<file path="config.mk">
export PLATFORM = sky130hd
export DESIGN_NAME = if_stage
export DESIGN_NICKNAME = d
export VERILOG_FILES = /design/src/rtl/if_stage_pkg.sv /design/src/rtl/if_stage_hazard_detect.sv /design/src/rtl/if_stage.sv
export SDC_FILE = /design/constraint.sdc
export NUM_CORES = 1
export LEC_CHECK = 0
export BUFFER_PORTS_ARGS = -buffer_cell sky130_fd_sc_hd__buf_2
export CELL_PAD_IN_SITES_DETAIL_PLACEMENT = 0
export CELL_PAD_IN_SITES_GLOBAL_PLACEMENT = 1
export CORE_MARGIN = 3
export CORE_UTILIZATION = 35
export DETAILED_ROUTE_END_ITERATION = 7
export PLACE_DENSITY = 0.71
export SLEW_MARGIN = 20
export SYNTH_ARGS = -nofsm -noshare
export SYNTH_HDL_FRONTEND = slang
export SYNTH_SLANG_ARGS = --single-unit
export TNS_END_PERCENT = 50
</file>
<file path="constraint.sdc">
create_clock -name clk -period 7.2 [get_ports clk]
set_clock_uncertainty 0.1 [all_clocks]
set_input_delay 0.72 -clock clk [delete_from_list [all_inputs] [get_ports clk]]
set_output_delay 0.72 -clock clk [all_outputs]
set_load 0.02 [all_outputs]
</file>
<file path="src/rtl/if_stage_pkg.sv">
// Shared constants and types for the instruction-fetch stage.
package if_stage_pkg;

  localparam logic [63:0] PC_RESET = 64'h0;
  localparam logic [63:0] PC_STEP  = 64'd4;
  localparam int RS1_HI = 19;
  localparam int RS1_LO = 15;
  localparam int RS2_HI = 24;
  localparam int RS2_LO = 20;
  localparam int CNT_W  = 32;

  // One action is chosen per clock edge, in priority order reset > redirect > stall > advance.
  typedef enum logic [1:0] {
    ACT_ADVANCE  = 2'd0,
    ACT_STALL    = 2'd1,
    ACT_REDIRECT = 2'd2,
    ACT_RESET    = 2'd3
  } fetch_act_e;

endpackage

</file>
<file path="src/rtl/if_stage_hazard_detect.sv">
// Load-use hazard: the instruction in IF/ID reads a register that a load in ID/EX is writing.
module hazard_detect
  import if_stage_pkg::*;
(
  input  logic        if_id_valid,
  input  logic [31:0] if_id_instr,
  input  logic        id_ex_memread,
  input  logic [4:0]  id_ex_rd,
  output logic        hazard
);

  logic [4:0] rs1;
  logic [4:0] rs2;
  logic       unused_instr_bits;

  assign rs1 = if_id_instr[RS1_HI:RS1_LO];
  assign rs2 = if_id_instr[RS2_HI:RS2_LO];
  assign unused_instr_bits = ^{if_id_instr[31:25], if_id_instr[14:0]};

  // x0 never carries a dependency, so a load targeting it cannot stall.
  assign hazard = if_id_valid && id_ex_memread && (id_ex_rd != 5'd0) &&
                  ((id_ex_rd == rs1) || (id_ex_rd == rs2));

endmodule

</file>
<file path="src/rtl/if_stage.sv">
// Instruction fetch: PC register, IF/ID pipeline register, load-use stall and branch redirect.
module if_stage
  import if_stage_pkg::*;
(
  input  logic        clk,
  input  logic        reset,
  input  logic [31:0] imem_rdata,
  input  logic        branch_taken,
  input  logic [63:0] branch_target,
  input  logic        id_ex_memread,
  input  logic [4:0]  id_ex_rd,
  output logic [63:0] imem_addr,
  output logic [63:0] if_id_pc_out,
  output logic [31:0] if_id_instr,
  output logic        if_id_valid,
  output logic        id_ex_flush,
  output logic [31:0] stall_count,
  output logic [31:0] flush_count
);

  logic [63:0] pc;
  logic        hazard;
  fetch_act_e  act;
  logic        unused_target_bits;

  function automatic logic [CNT_W-1:0] sat_inc(input logic [CNT_W-1:0] v);
    return (&v) ? v : v + 1'b1;
  endfunction

  hazard_detect u_hazard_detect (
    .if_id_valid   (if_id_valid),
    .if_id_instr   (if_id_instr),
    .id_ex_memread (id_ex_memread),
    .id_ex_rd      (id_ex_rd),
    .hazard        (hazard)
  );

  assign imem_addr          = pc;
  assign id_ex_flush        = branch_taken | hazard;
  assign unused_target_bits = ^branch_target[1:0];

  always_comb begin
    act = ACT_ADVANCE;
    if (reset)             act = ACT_RESET;
    else if (branch_taken) act = ACT_REDIRECT;
    else if (hazard)       act = ACT_STALL;
  end

  // IF -> IF/ID boundary
  always_ff @(posedge clk) begin
    case (act)
      ACT_RESET: begin
        pc           <= PC_RESET;
        if_id_pc_out <= '0;
        if_id_instr  <= '0;
        if_id_valid  <= 1'b0;
        stall_count  <= '0;
        flush_count  <= '0;
      end
      ACT_REDIRECT: begin
        pc           <= {branch_target[63:2], 2'b00};
        if_id_pc_out <= '0;
        if_id_instr  <= '0;
        if_id_valid  <= 1'b0;
        flush_count  <= sat_inc(flush_count);
      end
      ACT_STALL: begin
        stall_count  <= sat_inc(stall_count);
      end
      default: begin
        pc           <= pc + PC_STEP;
        if_id_pc_out <= pc;
        if_id_instr  <= imem_rdata;
        if_id_valid  <= 1'b1;
      end
    endcase
  end

endmodule

</file>
# Word level (Yosys, flattened, before mapping)
# Cells that the tools add are included.
# totals
reg_bits	225
latchBits	0
mem_bits_rw	0
romBits	0
input_bits	105
output_inout_bits	226
word_cells	40
mem_count	0
# classes
n_addsub	3
mul	0
div	0
order_cmp	0
eq_ne	7
shift	0
muxes	11
bitwise	1
n_reduce_logical	12
# op_table
cell	n
one-hot mux 32 bit (2 select lines)	3
one-hot mux 64 bit (3 select lines)	1
one-hot mux 64 bit (2 select lines)	1
adder 32 x 1 -> 32 bit, second input constant	2
adder 64 x 3 -> 64 bit, second input constant	1
two-way mux 32 bit	2
AND reduction 32 bit	2
equality test 5 bit	2
nonzero test 5 bit	1
equality test 2 bit, second input constant	2
two-way mux 2 bit	2
!= test 2 bit, second input constant	2
AND reduction 2 bit	2
nonzero test 2 bit	2
logical AND 1 bit	3
equality test 2 x 1 -> 1 bit, second input constant	1
one-hot mux 1 bit (2 select lines)	1
OR reduction 2 bit	1
logical OR 1 bit	1
two-way mux 1 bit	1
OR 1 bit	1

# Longest topological paths before layout
# Gate-level depths: netlist of the first run.
# logic_depth
word_depth	9
mapped_depth	8
mapped_depth_nobuf	6

# By module
# From an unflattened synthesis of the first run, not the netlist that was laid out.
# hier_totals
hier_cells	1002
area_unflattened_um2	11202.0
# modules_own_cells
mod	instances	cells_per_inst	area_per_inst_um2	seq_area_each_um2
if_stage	1	985	11069.4	6636.4
hazard_detect	1	17	132.6	0.0

# Least setup slack after synthesis of the first run
# Ideal clock, no wire load.
# synth_timing
kind	in2reg
startpoint	input port id_ex_rd[2]
endpoint	register if_id_instr[0], enable pin
setup_ns	0.583
arrival_time_ns	6.012
required_time_ns	6.517
slack_ns	0.506
path_stages	4
path_buffers	1
path_cell_list	or3_1 -> o311a_1 -> nand3_1 -> clkbuf_1
# synth_via
elab_chain_cells	7
word_cells_on_any_way	10
classes_between	3 x eq/ne; 3 x mux; 4 x reduce/logical
# synth_rtl
element	line_no	rtl
start, declared	if_stage.sv:11	input logic [4:0] id_ex_rd,
equality test 5 bit or nonzero test 5 bit (tied branches)	if_stage_hazard_detect.sv:22, if_stage_hazard_detect.sv:21	
logical OR 1 bit or logical AND 1 bit (tied branches)	if_stage_hazard_detect.sv:22, if_stage_hazard_detect.sv:21	
logical AND 1 bit (*)	if_stage_hazard_detect.sv:21	assign hazard = if_id_valid && id_ex_memread && (id_ex_rd != 5'd0) &&
two-way mux 1 bit (*)	if_stage.sv:46	else if (hazard) act = ACT_STALL;
two-way mux 2 bit (*)	if_stage.sv:45	else if (branch_taken) act = ACT_REDIRECT;
two-way mux 2 bit (*)	if_stage.sv:44	if (reset) act = ACT_RESET;
equality test 2 x 1 -> 1 bit (*)	if_stage.sv:51	case (act)
end signal, assigned	if_stage.sv:73	if_id_instr <= imem_rdata;
end, declared	if_stage.sv:14	output logic [31:0] if_id_instr,
# Mark *: on every way between the ends. The rest lies on a longest branch, timed or not.
# A chain may end at the register's enable or synchronous reset.

# Worst setup path after layout of the first run
# layout_timing
startpoint	input port branch_taken
endpoint	register stall_count[13], enable pin
# layout_via
elab_chain_cells	5
word_cells_on_any_way	7
classes_between	3 x eq/ne; 2 x mux; 2 x reduce/logical
# layout_rtl
element	line_no	rtl
start, declared	if_stage.sv:8	input logic branch_taken,
two-way mux 2 bit (*)	if_stage.sv:45	
two-way mux 2 bit (*)	if_stage.sv:44	
equality test 2 x 1 -> 1 bit or equality test 2 bit (tied branches)	if_stage.sv:51	
!= test 2 bit (no line) or nonzero test 2 bit (tied branches)	-	
AND reduction 2 bit (no line) (*)	-	
end signal, assigned	if_stage.sv:68	stall_count <= sat_inc(stall_count);
end, declared	if_stage.sv:17	output logic [31:0] stall_count,
# Marks and branches as above.

==> results.md, run 1 <==
GRT:
- The initial antenna violation count is 10.
- The via count of the first global-routing pass was 8804.
- The combined global-route utilization of all metal layers is 18.4%.
- Entering global routing, the biggest net connects 94 pins.
- The global-route wire length before repair is 49.6 mm.
- After global routing the overflow that remains totals 0.

Routing:
- For this block, wires on met1 add up to 13.9 mm.
- For this run, design rule violations remaining after detail routing come to 0.
- The final routed wire length divided by cell count is 19.0 um.
- The total wire length is 32.6 mm.
- Detailed routing placed a total of 15.2 mm of wire on met2.
- The detailed-route via count is 8908.
- Wire segments on met3 add up to 2.55 mm in the final route.
- The DRC marker count from the first detailed-route iteration is 548.
- In the routed layout, each cell is associated on average with a via count of 5.20.
- Before antenna repair, the detailed router went through 5 iterations.
- The highest metal layer with signal wires is met5.
- The number of nets with antenna violations after detailed routing is 0.

Synthesis:
- Counting instances in the post-synthesis netlist gives the leading cell types as edfxtp_1, nor2_1, and2_1, nand3_1, xnor2_1.
- In this run the biggest area consumer among cell types represents 59.7% of the synthesized area.
- The synthesized design spends more area on one cell type than any other, namely edfxtp_1.
- The Yosys step of the flow raised 0 warnings.
- The number of enable-type register cells in the synthesized netlist is 221.
- In the post-synthesis netlist, the cell with the most instances is edfxtp_1.
- By area the synthesized netlist is led by edfxtp_1, and2_1, nor2_1, xnor2_1, xor2_1.
- Synthesis instantiated 58 different standard cells from the library.
- For this run, the leading register cell type out of synthesis is edfxtp_1.
- The number of synthesized register bits is 221.
- The synthesized netlist occupies a cell area of 11100 um^2.
- For this run, the register share of the synthesized area comes to 59.7%.
- Counting every instance in the synthesized netlist gives 976.
- Counting flops with an async set or reset pin after synthesis yields a share of 0%.
- A synthesized cell averages 11.4 um^2.

Clock tree:
- The later pin in the worst-skew pair is clocked with a latency of 0.54 ns.
- The number of resized instances in the post-cts repair step is 0.
- CTS built an H-tree with a depth of 1.
- For this design, the CTS-stage hold fixing added 0 buffers.
- The clock drives 221 sinks.
- The number of buffers inserted during clock tree synthesis is 28.
- The root buffer selected by CTS is clkbuf_16.
- The clock transition time at the flip-flop clock pins of the worst setup and hold paths is 0.06 ns.
- In this run the deepest clock path goes through 3 buffers.
- The number of buffers inserted by post-CTS setup repair is 0.
- TritonCTS built the clock tree.

Placed design:
- The placed wire-length estimate is 22.3 mm.
- The port buffer count is 324.
- The congestion estimate from routability-driven global placement came to 0.788.

Worst setup path:
- The critical path buffer and inverter count is 4.
- STA classifies the critical path endpoint as a register.
- Walking the worst path, the cells encountered are buf_2 -> or2_2 -> inv_2 -> buf_4 -> nand3_4 -> o21bai_2 -> buf_4.
- STA puts the critical path data arrival time at 3.80 ns.
- In this run the worst path has a maximum fanout of 90.
- In this design, the stage delay of the slowest critical-path cell is 0.68 ns.
- The cell family with the largest share of critical-path delay is buffers and inverters.
- The worst path required time is 7.28 ns.
- The slowest stage of the critical path is the nand3_4 cell.
- The critical path start-end classification is in -> reg.
- The most frequent cell on the critical path is buf_4.
- STA classifies the critical path startpoint as an input port.

STA:
- The measured slew at the worst slew-check pin is 0.886 ns.
- For the finished layout, the period the worst path requires is 3.72 ns.
- Setup violations remaining at the end of the flow were counted as 0.
- The number of hold violations in the final report is 0.
- Final hold analysis gives a worst-case slack of 0.354 ns.
- The worst pin sits at a relative slew slack of 40.9%.
- The final period utilization is 51.7%.
- Derived from the worst setup path, the maximum achievable clock frequency is 0.269 GHz.
- The total negative setup slack is 0 ns.
- The count of pins over their slew limit is 0.
- Setup repair after global routing left no endpoint under its margin.

Power and ir drop:
- The clock power share is 41.9%.
- The switching part of the total is 25.0%.
- The share of total power dissipated in sequential elements is 48.7%.
- The proportion of power drawn by combinational gates is 9.4%.
- The net switching power is 0.799 mW.
- The internal power contribution is 2.39 mW.
- The worst-case IR drop observed on VDD is 0.162 mV.
- The analysis attributes to cell leakage a power of 5.81 nW.
- The power after layout is 3.19 mW.
- For this design the ratio of total power to cell area is 227 nW/um^2.

Flow run:
- Max-cap violations in this run came to 0.

Floorplan:
- The row count is 64.
- The initial utilization of the core area, before any placement, comes to 36.0%.
- The floorplan step set the die height to 184 um.
- From left edge to right edge, the die measures 184 um.
- The floorplan step defined a die boundary enclosing 33900 um^2.
- The I/O pin count is 331.
- The area of the core is 30900 um^2.

Run status:
- The run finished with clean final reports.

Finish:
- The number of fill cells is 2977.
- The area added between synthesis and finish is 26.1%.
- The final-stage net count is 1400.
- The fraction of layout instances using a drive strength above 1 is 29.7%.

Min path:
- The path class of the lowest-slack min-delay path is in -> reg.
## through the flow
stage / utilization, % / setup slack (ns) / instance area (um^2) / cells
2_1_floorplan: - / 0.506 / 11100 / 979
3_3_place_gp: 42.5 / 2.81 / 13100 / 1658
3_5_place_dp: 42.5 / 2.80 / 13100 / 1658
4_1_cts: 45.3 / 3.36 / 14000 / 1710
5_1_grt: 45.4 / 3.11 / 14000 / 1714
6_report: 45.4 / 3.48 / 14000 / 1714
## registers in the layout (all words and copies together) (netlist names)
signal,count
if_id_pc_out,62
imem_addr,62
flush_count,32
if_id_instr,32
stall_count,32
if_id_valid,1
## tightest hold or removal path, delay by kind of cell
family,cells,cell delay (ns)
buffers and inverters,1,0.08
AND/OR/NAND/NOR,2,0.09
## per-layer routing
metal  global-route usage (%)  vias to the layer above
li1                         -                     4248
met1                     24.3                     4268
met2                     30.0                      321
met3                     4.82                       61
met4                     5.35                       10
met5                        0                        -
## layout by cell type, fill, tap and decap left out, types with 11 or more instances in the layout
| cell type | n |
|---|---|
| nand4_1 | 36 |
| a311oi_1 | 14 |
| a21oi_1 | 17 |
| or3_1 | 20 |
| nand3_1 | 59 |
| nor3_1 | 16 |
| xnor2_1 | 51 |
| nor2_1 | 119 |
| a211oi_1 | 22 |
| inv_1 | 22 |
| xor2_1 | 42 |
| nor4_1 | 21 |
| buf_2 | 324 |
| clkbuf_16 | 29 |
| o21ai_0 | 28 |
| and2_1 | 90 |
| and3_1 | 18 |
| or4_1 | 13 |
| edfxtp_1 | 221 |
| and4_1 | 11 |
| nand2_1 | 49 |
## final timing paths
path	startpoint	end	slack, ns	depth (start not counted)
setup / recovery	branch_taken	stall_count[13]$_SDFFCE_PP0P_	3.48	7
setup reg to reg	imem_addr[27]$_DFFE_PP_	imem_addr[51]$_DFFE_PP_	4.20	5
hold / removal	branch_target[58]	imem_addr[58]$_DFFE_PP_	0.35	3
hold reg to reg	imem_addr[63]$_DFFE_PP_	if_id_pc_out[63]$_SDFFCE_PN0P_	0.52	1
## area by class of cell
class | instances | area [um^2] | share of cell area, %
Sequential cell | 221 | 6640 | 47.3
Clock inverter | 18 | 131 | 0.937
Multi-Input combinational cell | 684 | 4210 | 30.0
Antenna cell | 4 | 10.0 | 0.0714
Tap cell | 396 | 495 | 3.53
Clock buffer | 34 | 744 | 5.31
Inverter | 24 | 90.1 | 0.643
Timing Repair Buffer | 333 | 1700 | 12.1
## power groups by stage
stage | logic [mW] | registers [mW] | clock network, mW
floorplan | 0.105 | 1.64 | 0
global placement | 0.301 | 1.58 | 0
detailed placement | 0.303 | 1.58 | 0
CTS | 0.304 | 1.55 | 1.38
global route | 0.327 | 1.56 | 1.42
finish | 0.300 | 1.55 | 1.34
## kinds of logic after synthesis
family	Yosys count	share of synthesized area [%]
simple gates	473	23.0
flops	221	59.7
compound gates	108	6.59
xor+xnor	93	7.33
buf+inv	74	2.77
fa+ha+maj	3	0.338
mux	3	0.270
other cells	1	0.0337
No activity file was read; power rests on OpenSTA's default activity.
==> run 2: changes to the inputs <==
Clock period 7.2 ns to 3.75 ns, I/O delays scaled along.
==> results.md, run 2 (same netlist as run 1, synthesis figures left out) <==
Clock tree:
- The root buffer selected by CTS is clkbuf_16.
- TritonCTS created 27 clock buffers.
- In this run the number of H-tree levels came out at 1.
- Counting every sink on the clock net gives 221.
- Clock-pin slew was measured on the worst setup and hold paths at 0.06 ns.
- The maximum clock path buffer count is 3.
- TritonCTS built the clock tree.
- The clock insertion delay at the later pin of the skew report is 0.53 ns.
- The number of resized instances in the post-cts repair step is 0.

GRT:
- The global-route wire length before repair is 49.5 mm.
- The total overflow left after global routing is 0.
- Entering global routing, the biggest net connects 190 pins.
- The initial antenna violation count came to 9.
- The via count of the first global-routing pass is 8534.
- The combined global-route utilization of all metal layers is 18.3%.

Finish:
- Of the cells placed in the final design, the portion with a size suffix greater than 1 is 29.0%.
- The area growth from synthesis to layout is 25.7%.
- The top cell types in the final layout, fill and taps aside, are buf_2, edfxtp_1, nor2_1.
- The final instance area is 14000 um^2.
- In the final layout, flip-flops and latches occupy 6640 um^2.
- The filler cells instantiated in the layout total 3031.
- The multi-input combinational cells in the finished layout cover a total of 4210 um^2.
- The final-stage net count is 1407.
- The final non-filler cell total is 1716.
- The leading cell type in the layout, fill and taps excluded is buf_2.
- Cells fill 45.2% of the core in the end.

STA:
- The total of endpoints with negative setup slack in the final report is 0.
- The count of pins over their slew limit was 0.
- The number of hold violations in the final report is 0.
- Of the available clock period, the critical path in the final layout requires 85.2%.
- Setup repair after global routing left no endpoint under its margin.
- The worst slew slack as a fraction of its limit is 27.7%.
- The minimum period implied by the final worst setup slack is 3.20 ns.
- For this run, the top clock speed supported by timing is 0.313 GHz.
- At the pin with the least slew margin, the transition time is 1.09 ns.
- Summed over all failing endpoints, the final setup total negative slack is 0 ns.

Worst setup path:
- For this run, the slowest stage of the critical path takes 0.64 ns.
- Along the worst path, the maximum fanout reaches 12.
- STA puts the critical path data required time at 3.94 ns.
- The signal on the critical path passes through ha_1 -> nand3_1 -> nor4_4 -> nand4_1 -> o211a_1 -> a2111oi_0.
- The endpoint identified for the worst register-to-register timing path is imem_addr[50]$_DFFE_PP_.
- The number of cell instances on the worst register-to-register path is 6.
- Data arrives at the worst endpoint at 3.39 ns.
- The type of element launching the critical path is a register.
- The worst setup path is captured at a register.
- The critical path starts at imem_addr[2]$_DFFE_PP_.
- The worst flop-to-flop path startpoint is imem_addr[2]$_DFFE_PP_.
- The worst setup path is of the reg -> reg kind.
- The worst-case register-to-register setup slack is 0.55 ns.
- For this design, the slowest cell found on the critical path is nor4_4.

Routing:
- After detailed routing, the number of remaining DRC violations is 0.
- The first detailed-routing pass took 5 iterations.
- The number of nets with antenna violations after detailed routing is 0.
- After detailed routing, the average wire length per cell comes to 18.9 um.
- In this run, the number of DRC markers left after iteration 0 of detailed routing was 637.
- After detailed routing, the total wire length is 32.5 mm.
- After detailed routing, the number of vias per cell comes to 5.13.
- Detailed routing inserted a total of 8796 vias.

Floorplan:
- Once the floorplan was initialized, standard cells occupied 36.0% of the core.
- The die height is 184 um.
- The I/O pin count is 331.
- The total area inside the core boundary comes to 30900 um^2.
- After floorplanning, the core was divided into 64 placement rows.
- The overall die area is 33900 um^2.
- From left edge to right edge, the die measures 184 um.

Power and ir drop:
- The leakage power figure is 5.77 nW.
- The power per standard cell area is 420 nW/um^2.
- The completed layout was analyzed and its total power is 5.86 mW.
- The worst voltage drop across the vdd grid is 0.326 mV.

Placed design:
- After detailed placement, the total cell area comes to 13100 um^2.
- Input and output buffers added on the ports amount to 324.
- After detailed placement, the design holds a cell count of 1659.
- The congestion estimate from routability-driven global placement came to 0.767.
- The placed wire-length estimate is 22.1 mm.

Flow run:
- The total of max-cap violations is 0.

Min path:
- The origin of the worst min-delay path is branch_target[34].
- The path with the worst hold slack has its endpoint at imem_addr[34]$_DFFE_PP_.
- The worst hold path passes through 3 cells.
- The worst hold path belongs to the class in -> reg.

Run status:
- The flow ran to the end, and the final reports show no timing, DRC or antenna violations.
==> run 2: cell types whose count changed in the layout (fill, tap and decap cells not counted), sizes merged <==
cell         before  now
bufinv            2    0
clkbuf           34   37
dlygate4sd3       0    7
clkinv           16    9
buf             333  334
==> run 2: worst max-delay path by stage <==
stage | end | slack (ns) | cells past startpoint
3_3_place_gp | imem_addr[50]$_DFFE_PP_ | 0.64 | 6
3_5_place_dp | imem_addr[50]$_DFFE_PP_ | 0.50 | 6
5_1_grt | imem_addr[50]$_DFFE_PP_ | 0.25 | 6
6_report | imem_addr[50]$_DFFE_PP_ | 0.55 | 6
4_1_cts | imem_addr[50]$_DFFE_PP_ | 0.50 | 6
2_1_floorplan | stall_count[0]$_SDFFCE_PP0P_ | 0.35 | 6
==> run 2: power breakdown <==
part	total (mW)	leakage, nW	switching (mW)	internal, mW
logic	0.587	2.85	0.369	0.218
registers	2.98	2.56	0.135	2.84
clock network	2.30	0.366	0.991	1.31
total	5.86	5.77	1.49	4.37
==> run 2: layout make-up <==
type                       count  share of cell area, %
sequential                   221                   47.5
multi-input combinational    684                   30.1
inverter                      24                  0.645
timing repair buffer         341                   12.7
clock buffer                  37                   5.10
clock inverter                 9                  0.269
tap                          396                   3.55
antenna                        4                 0.0716
==> run 2: critical path, delay by kind of cell, from the launching register on <==
| kind | cells | cell delay [ns] |
|---|---|---|
| simple gates | 3 | 1.41 |
| compound gates | 2 | 0.77 |
| flops | 1 | 0.43 |
| fa+ha+maj | 1 | 0.23 |
==> run 2: what timing repair did <==
action	in CTS	in global routing
hold buffers	7	0
buffers inserted	0	0
hold endpoints to repair	7	0
==> run 2: through the flow <==
stage	setup WS (ns)	hold WS [ns]
2_1_floorplan	0.346	0.460
3_3_place_gp	0.642	0.518
3_5_place_dp	0.501	0.519
4_1_cts	0.498	0.00119
5_1_grt	0.246	0.00864
6_report	0.555	0.0292
==> run 2: routing by layer <==
| layer | global-route usage (%) | up-vias | share of wire (%) |
|---|---|---|---|
| met4 | 4.20 | 8 | 2.0 |
| met3 | 4.52 | 44 | 7.3 |
| met2 | 29.8 | 296 | 47 |
| li1 | - | 4260 | - |
| met5 | 0 | - | 0.15 |
| met1 | 24.9 | 4188 | 44 |
